## src/rtl/us_pkg.sv

```systemverilog
// Shared definitions for the receive unit and its PS-side order sink:
// sample width, order length, request limit and the issue FSM encoding.
package us_pkg;

    localparam int FIFO_DATA   = 25;
    localparam int ORDER_IMGS  = 50;
    localparam int MAX_PENDING = 7;

    typedef enum logic [1:0] {
        ST_IDLE  = 2'd0,
        ST_ISSUE = 2'd1,
        ST_HOLD  = 2'd2
    } issue_state_t;

endpackage

```

## src/rtl/order_sink_cap_fifo.sv

```systemverilog
// Single-clock capture FIFO with registered read. A write while full is
// still accepted when a read happens in the same cycle, because the head
// slot is freed on that edge.
module cap_fifo #(
    parameter int FIFO_DATA = 25,
    parameter int DEPTH     = 64,
    parameter int AW        = $clog2(DEPTH)
) (
    input  logic                 clk,
    input  logic                 rst_n,
    input  logic                 wr_en,
    input  logic [FIFO_DATA-1:0] wr_data,
    input  logic                 rd_en,
    output logic [FIFO_DATA-1:0] rd_data,
    output logic                 rd_valid,
    output logic                 full,
    output logic                 empty,
    output logic [AW:0]          count
);

    logic [FIFO_DATA-1:0] mem [DEPTH];
    logic [AW-1:0]        wr_ptr;
    logic [AW-1:0]        rd_ptr;
    logic                 push;
    logic                 pop;

    assign full  = (count == (AW+1)'(DEPTH));
    assign empty = (count == '0);
    assign pop   = rd_en && !empty;
    assign push  = wr_en && (!full || rd_en);

    // Sample storage; contents are don't-care until written
    always_ff @(posedge clk) begin
        if (push) begin
            mem[wr_ptr] <= wr_data;
        end
    end

    // Pointers and occupancy
    always_ff @(posedge clk or negedge rst_n) begin
        if (!rst_n) begin
            wr_ptr <= '0;
            rd_ptr <= '0;
            count  <= '0;
        end else begin
            if (push) begin
                wr_ptr <= wr_ptr + 1'b1;
            end
            if (pop) begin
                rd_ptr <= rd_ptr + 1'b1;
            end
            case ({push, pop})
                2'b10:   count <= count + 1'b1;
                2'b01:   count <= count - 1'b1;
                default: count <= count;
            endcase
        end
    end

    // Registered read port; rd_data holds when nothing is popped
    always_ff @(posedge clk or negedge rst_n) begin
        if (!rst_n) begin
            rd_valid <= 1'b0;
            rd_data  <= '0;
        end else begin
            rd_valid <= pop;
            if (pop) begin
                rd_data <= mem[rd_ptr];
            end
        end
    end

endmodule

```

## src/rtl/order_sink.sv

```systemverilog
// PS-side order sink: turns PS requests into spaced order_come pulses,
// captures streamed samples into a FIFO for the PS, counts complete
// orders and flags dropped requests or samples in a sticky error.
module order_sink
    import us_pkg::*;
#(
    parameter int FIFO_DATA  = us_pkg::FIFO_DATA,
    parameter int ORDER_IMGS = us_pkg::ORDER_IMGS,
    parameter int DEPTH      = 64,
    parameter int AW         = $clog2(DEPTH)
) (
    input  logic                 clk,
    input  logic                 rst_n,
    input  logic                 req_order,
    input  logic                 order_full,
    input  logic                 no_order,
    input  logic                 sending,
    input  logic [FIFO_DATA-1:0] axi_in,
    output logic                 order_come,
    input  logic                 rd_en,
    output logic [FIFO_DATA-1:0] rd_data,
    output logic                 rd_valid,
    output logic [AW:0]          fifo_count,
    output logic [2:0]           pending,
    output logic [7:0]           orders_done,
    output logic                 ord_err,
    input  logic                 err_clr
);

    issue_state_t state;
    issue_state_t state_nxt;
    logic         issue;
    logic         req_drop;
    logic         req_take;
    logic         fifo_full;
    logic         fifo_empty;
    logic         sample_drop;
    logic [5:0]   cap_cnt;

    // no_order is status for the PS only; fifo emptiness is implied by count
    logic unused_status;
    assign unused_status = ^{no_order, fifo_empty};

    assign issue       = (state == ST_ISSUE);
    assign req_drop    = req_order && (pending == 3'(MAX_PENDING)) && !issue;
    assign req_take    = req_order && !req_drop;
    assign sample_drop = sending && fifo_full && !rd_en;

    // Outstanding request counter; an issue in the same cycle makes room
    always_ff @(posedge clk or negedge rst_n) begin
        if (!rst_n) begin
            pending <= '0;
        end else begin
            case ({req_take, issue})
                2'b10:   pending <= pending + 1'b1;
                2'b01:   pending <= pending - 1'b1;
                default: pending <= pending;
            endcase
        end
    end

    // Issue FSM state register
    always_ff @(posedge clk or negedge rst_n) begin
        if (!rst_n) begin
            state <= ST_IDLE;
        end else begin
            state <= state_nxt;
        end
    end

    // Issue FSM next state; HOLD covers the lag before order_full reacts
    always_comb begin
        state_nxt = state;
        unique case (state)
            ST_IDLE:  if ((pending != '0) && !order_full) state_nxt = ST_ISSUE;
            ST_ISSUE: state_nxt = ST_HOLD;
            ST_HOLD:  state_nxt = ST_IDLE;
            default:  state_nxt = ST_IDLE;
        endcase
    end

    // Issue FSM outputs
    always_comb begin
        order_come = 1'b0;
        if (state == ST_ISSUE) begin
            order_come = 1'b1;
        end
    end

    // Capture position within the current order; dropped samples still count
    always_ff @(posedge clk or negedge rst_n) begin
        if (!rst_n) begin
            cap_cnt     <= '0;
            orders_done <= '0;
        end else if (sending) begin
            if (cap_cnt == 6'(ORDER_IMGS - 1)) begin
                cap_cnt     <= '0;
                orders_done <= orders_done + 1'b1;
            end else begin
                cap_cnt <= cap_cnt + 1'b1;
            end
        end
    end

    // Sticky error; a new fault wins over a simultaneous clear
    always_ff @(posedge clk or negedge rst_n) begin
        if (!rst_n) begin
            ord_err <= 1'b0;
        end else if (req_drop || sample_drop) begin
            ord_err <= 1'b1;
        end else if (err_clr) begin
            ord_err <= 1'b0;
        end
    end

    cap_fifo #(
        .FIFO_DATA (FIFO_DATA),
        .DEPTH     (DEPTH),
        .AW        (AW)
    ) u_cap_fifo (
        .clk      (clk),
        .rst_n    (rst_n),
        .wr_en    (sending),
        .wr_data  (axi_in),
        .rd_en    (rd_en),
        .rd_data  (rd_data),
        .rd_valid (rd_valid),
        .full     (fifo_full),
        .empty    (fifo_empty),
        .count    (fifo_count)
    );

endmodule

```

## config.mk

```make
export PLATFORM = sky130hd
export DESIGN_NAME = order_sink
export DESIGN_NICKNAME = d
export VERILOG_FILES = /design/src/rtl/us_pkg.sv /design/src/rtl/order_sink_cap_fifo.sv /design/src/rtl/order_sink.sv
export SDC_FILE = /design/constraint.sdc
export NUM_CORES = 1
export LEC_CHECK = 0
export CAP_MARGIN = 10
export CORE_AREA = 10 10 335 337
export CTS_BUF_LIST = sky130_fd_sc_hd__clkbuf_16
export CTS_CLUSTER_SIZE = 30
export DETAILED_ROUTE_END_ITERATION = 16
export DIE_AREA = 0 0 345 347
export PLACE_DENSITY = 0.76
export SETUP_SLACK_MARGIN = 0.5
export SLEW_MARGIN = 20
export SYNTH_ARGS = -nofsm -noshare
export SYNTH_HDL_FRONTEND = slang
export SYNTH_SLANG_ARGS = --single-unit
export TNS_END_PERCENT = 5
```

## constraint.sdc

```tcl
create_clock -name clk -period 5.3 [get_ports clk]
set_clock_uncertainty 0.1 [all_clocks]
set_input_delay 1.59 -clock clk [delete_from_list [all_inputs] [get_ports clk]]
set_output_delay 1.59 -clock clk [all_outputs]
set_load 0.02 [all_outputs]
```

==> results.py <==
metrics = {
    "run_status": {
        "run_status": "complete, no violations",
    },
    "yosys": {
        "netlist_top_cells_area": "edfxtp_1 74%, mux2i_1 7.0%, mux4_2 7.0%",
        "synth_top_cell_by_area": "edfxtp_1",
        "yosys_most_used_dff": "edfxtp_1",
        "netlist_area_um2": 64700,
        "synth_cell_types": 54,
        "synth.net_count": 3342,
        "synth_edf_count": 1600,
        "avgSynthCellArea_um2": 19.6,
        "yosys_warnings": 0,
        "synthArstFlopShare": 0.0390,
        "ys_seq_elements": 1665,
        "netlist_instances": 3296,
        "synth_top_area_frac": 0.742,
        "seq_area_frac_synth": 0.767,
    },
    "place": {
        "io_buffers": 77,
        "dp_hpwl_um": 94300,
        "place.gp.congestion": 0.898,
        "placed_cell_area_um2": 67700,
        "dp_cells": 4739,
    },
    "timing": {
        "worst_pin_slew_ns": 1.18,
        "drv_slew": 0,
        "finalHoldViolCount": 0,
        "relSlewSlack": 0.204,
        "fin_crit_ns": 4.11,
        "timing.fmax_mhz": 243,
        "setup_violations": 0,
        "fin_crit_sh": 0.776,
        "fin_setup_tns_ns": 0,
        "rsz0062_at_grt": "false",
    },
    "die": {
        "io_pins": 79,
        "coreArea_um2": 105000,
        "initial_core_util": 0.616,
        "die_h_um": 347,
        "die-area_um2": 120000,
        "row_count": 119,
        "die-width_um": 345,
    },
    "final_layout": {
        "fin_cells": 5024,
        "antenna_cells": 0,
        "fin_nets": 3556,
        "fill_cells": 6358,
        "final_common_cell": "edfxtp_1",
        "final_area_um2": 72600,
        "area_delta_synth_final_pct": 12.2,
        "drive_above_1_share": 0.190,
        "layout_common_cells": "1600 x edfxtp_1, 451 x mux2i_1, 200 x mux4_2",
    },
    "detailed_routing": {
        "viasPerCell": 6.67,
        "drc": 0,
        "initialDrtViolationCount": 4534,
        "routed_wl_um": 156000,
        "post_drt_wl_per_cell_um": 31.0,
        "dr_total_vias": 33500,
        "firstDrtPassIters": 5,
        "ant_nets": 0,
    },
    "power": {
        "power.static_leakage_nw": 24.2,
        "vdd_drop_max_mv": 0.465,
        "power_density_nw_per_um2": 510,
    },
    "job": {
        "cap_viol_max_count": 0,
    },
    "global_route": {
        "grt_max_degree": 79,
        "grtUsageTotal": 0.256,
        "grt_overflow_total": 0,
        "grt_pass1_vias": 33000,
        "antenna_found_initial": 6,
        "grt_first_pass_wirelength_um": 227000,
    },
    "worst_setup_path": {
        "endpoint_kind": "flip-flop",
        "path_class": "in2reg",
        "start_kind": "primary input",
        "cp_max_fo": 7,
        "cp.required_ns": 5.87,
        "crit_arrival_ns": 4.68,
        "r2r_cells": 8,
    },
    "clock_tree": {
        "hold_buffers": 0,
        "cts_tree": "built",
        "clkTransAtPathRegs_ns": 0.06,
        "cts_setup_buffers": 0,
        "cts_inserted_buffers": 160,
        "cts_buffer_depth": 3,
        "clock-sinks": 1665,
        "cts_resized": 0,
        "insertion_delay_ns": 0.76,
        "htreeDepth": 4,
        "cts_root_buffer": "clkbuf_16",
    },
    "worst_hold_path": {
        "whs_path_depth": 1,
        "holdCritPathClass": "reg2reg",
    },
}
-- cell usage after synthesis, types with 6 or more instances --
cell       number
a2111oi_0      21
a211oi_1       51
a22oi_1        25
buf_1          13
buf_2          33
buf_4          30
buf_6          35
clkbuf_1       72
dfrtp_1        65
edfxtp_1     1600
ha_1           11
inv_1          17
mux2i_1       451
mux4_2        200
nand2_1        54
nand3_1        34
nand3b_1        8
nor2_1        129
nor2b_1        51
nor3_1         52
nor4_1         28
o21ai_0        60
o221ai_1       26
o22ai_1       126
o311ai_1       16
o311ai_2        9
xnor2_1        17
xor2_1          6
-- critical path, stage by stage --
cell and delay, ns:
clkdlybuf4s50_1 0.46, nand4b_1 0.25, and2_1 0.23, inv_1 0.13, ha_1 0.34, ha_1 0.32, nor2b_1 0.14, o21ai_0 0.24
a21boi_0 0.20, or4_1 0.50, nand3_1 0.13, xor2_1 0.14
-- path summary, 6_finish.rpt --
path | from | endpoint | slack (ns)
min in group asynchronous | rst_n | u_cap_fifo.count[0] | 0.87
max in group asynchronous | rst_n | u_cap_fifo.rd_ptr[2] | 3.49
worst max register to register | u_cap_fifo.rd_ptr[0] | u_cap_fifo.rd_data[2] | 1.39
worst max-delay path | rd_en | u_cap_fifo.count[6] | 1.19
worst min-delay path | state[1] | state[0] | 0.35
worst min register to register | state[1] | state[0] | 0.35
-- through the flow --
step	setup WS [ns]	power, mW	hold WS (ns)	util
finish	1.19	37.0	0.345	0.691
global route	1.01	38.2	0.370	0.691
CTS	1.26	37.0	0.348	0.691
detailed placement	0.497	26.4	0.341	0.644
global placement	0.496	26.1	0.306	0.644
floorplan	1.16	22.8	0.299	-
-- state kept, by name, indices dropped and copies added, names as in the netlist --
register / cells
cap_cnt: 6
ord_err: 1
orders_done: 8
pending: 3
state: 2
u_cap_fifo.count: 7
u_cap_fifo.mem: 1600
u_cap_fifo.rd_data: 25
u_cap_fifo.rd_ptr: 6
u_cap_fifo.rd_valid: 1
u_cap_fifo.wr_ptr: 6
-- report_power, final --
group,internal (mW),switching (mW)
registers,15.1,0.789
logic,4.16,6.30
clock network,6.06,4.64
total,25.3,11.7
-- final cells by class --
cell class | count | area [µm²] | share of cell area
Tap cell | 1391 | 1740 | 0.0240
Multi-Input combinational cell | 1424 | 14000 | 0.192
Sequential cell | 1665 | 49700 | 0.684
Clock buffer | 162 | 4050 | 0.0558
Clock inverter | 123 | 846 | 0.0116
Timing Repair Buffer | 242 | 2250 | 0.0309
Inverter | 17 | 63.8 | 0.000879
-- cell families (layout without fill, tap and decap cells) --
group           after synthesis  after routing  share of synthesized area
buf+inv                     207            544                     0.0197
xor+xnor                     23             23                    0.00311
flops                      1665           1665                      0.767
simple gates                382            382                     0.0286
compound gates              353            353                     0.0389
mux                         653            653                      0.140
fa+ha+maj                    13             13                    0.00274
-- routing by layer --
| layer | part of all wire | global-route usage | vias up |
|---|---|---|---|
| li1 | - | - | 13900 |
| met1 | 0.38 | 0.365 | 17400 |
| met2 | 0.47 | 0.393 | 2052 |
| met5 | 0 | 0 | - |
| met4 | 0.027 | 0.0745 | 0 |
| met3 | 0.12 | 0.0630 | 207 |
No activity file was read; power rests on OpenSTA's default activity.
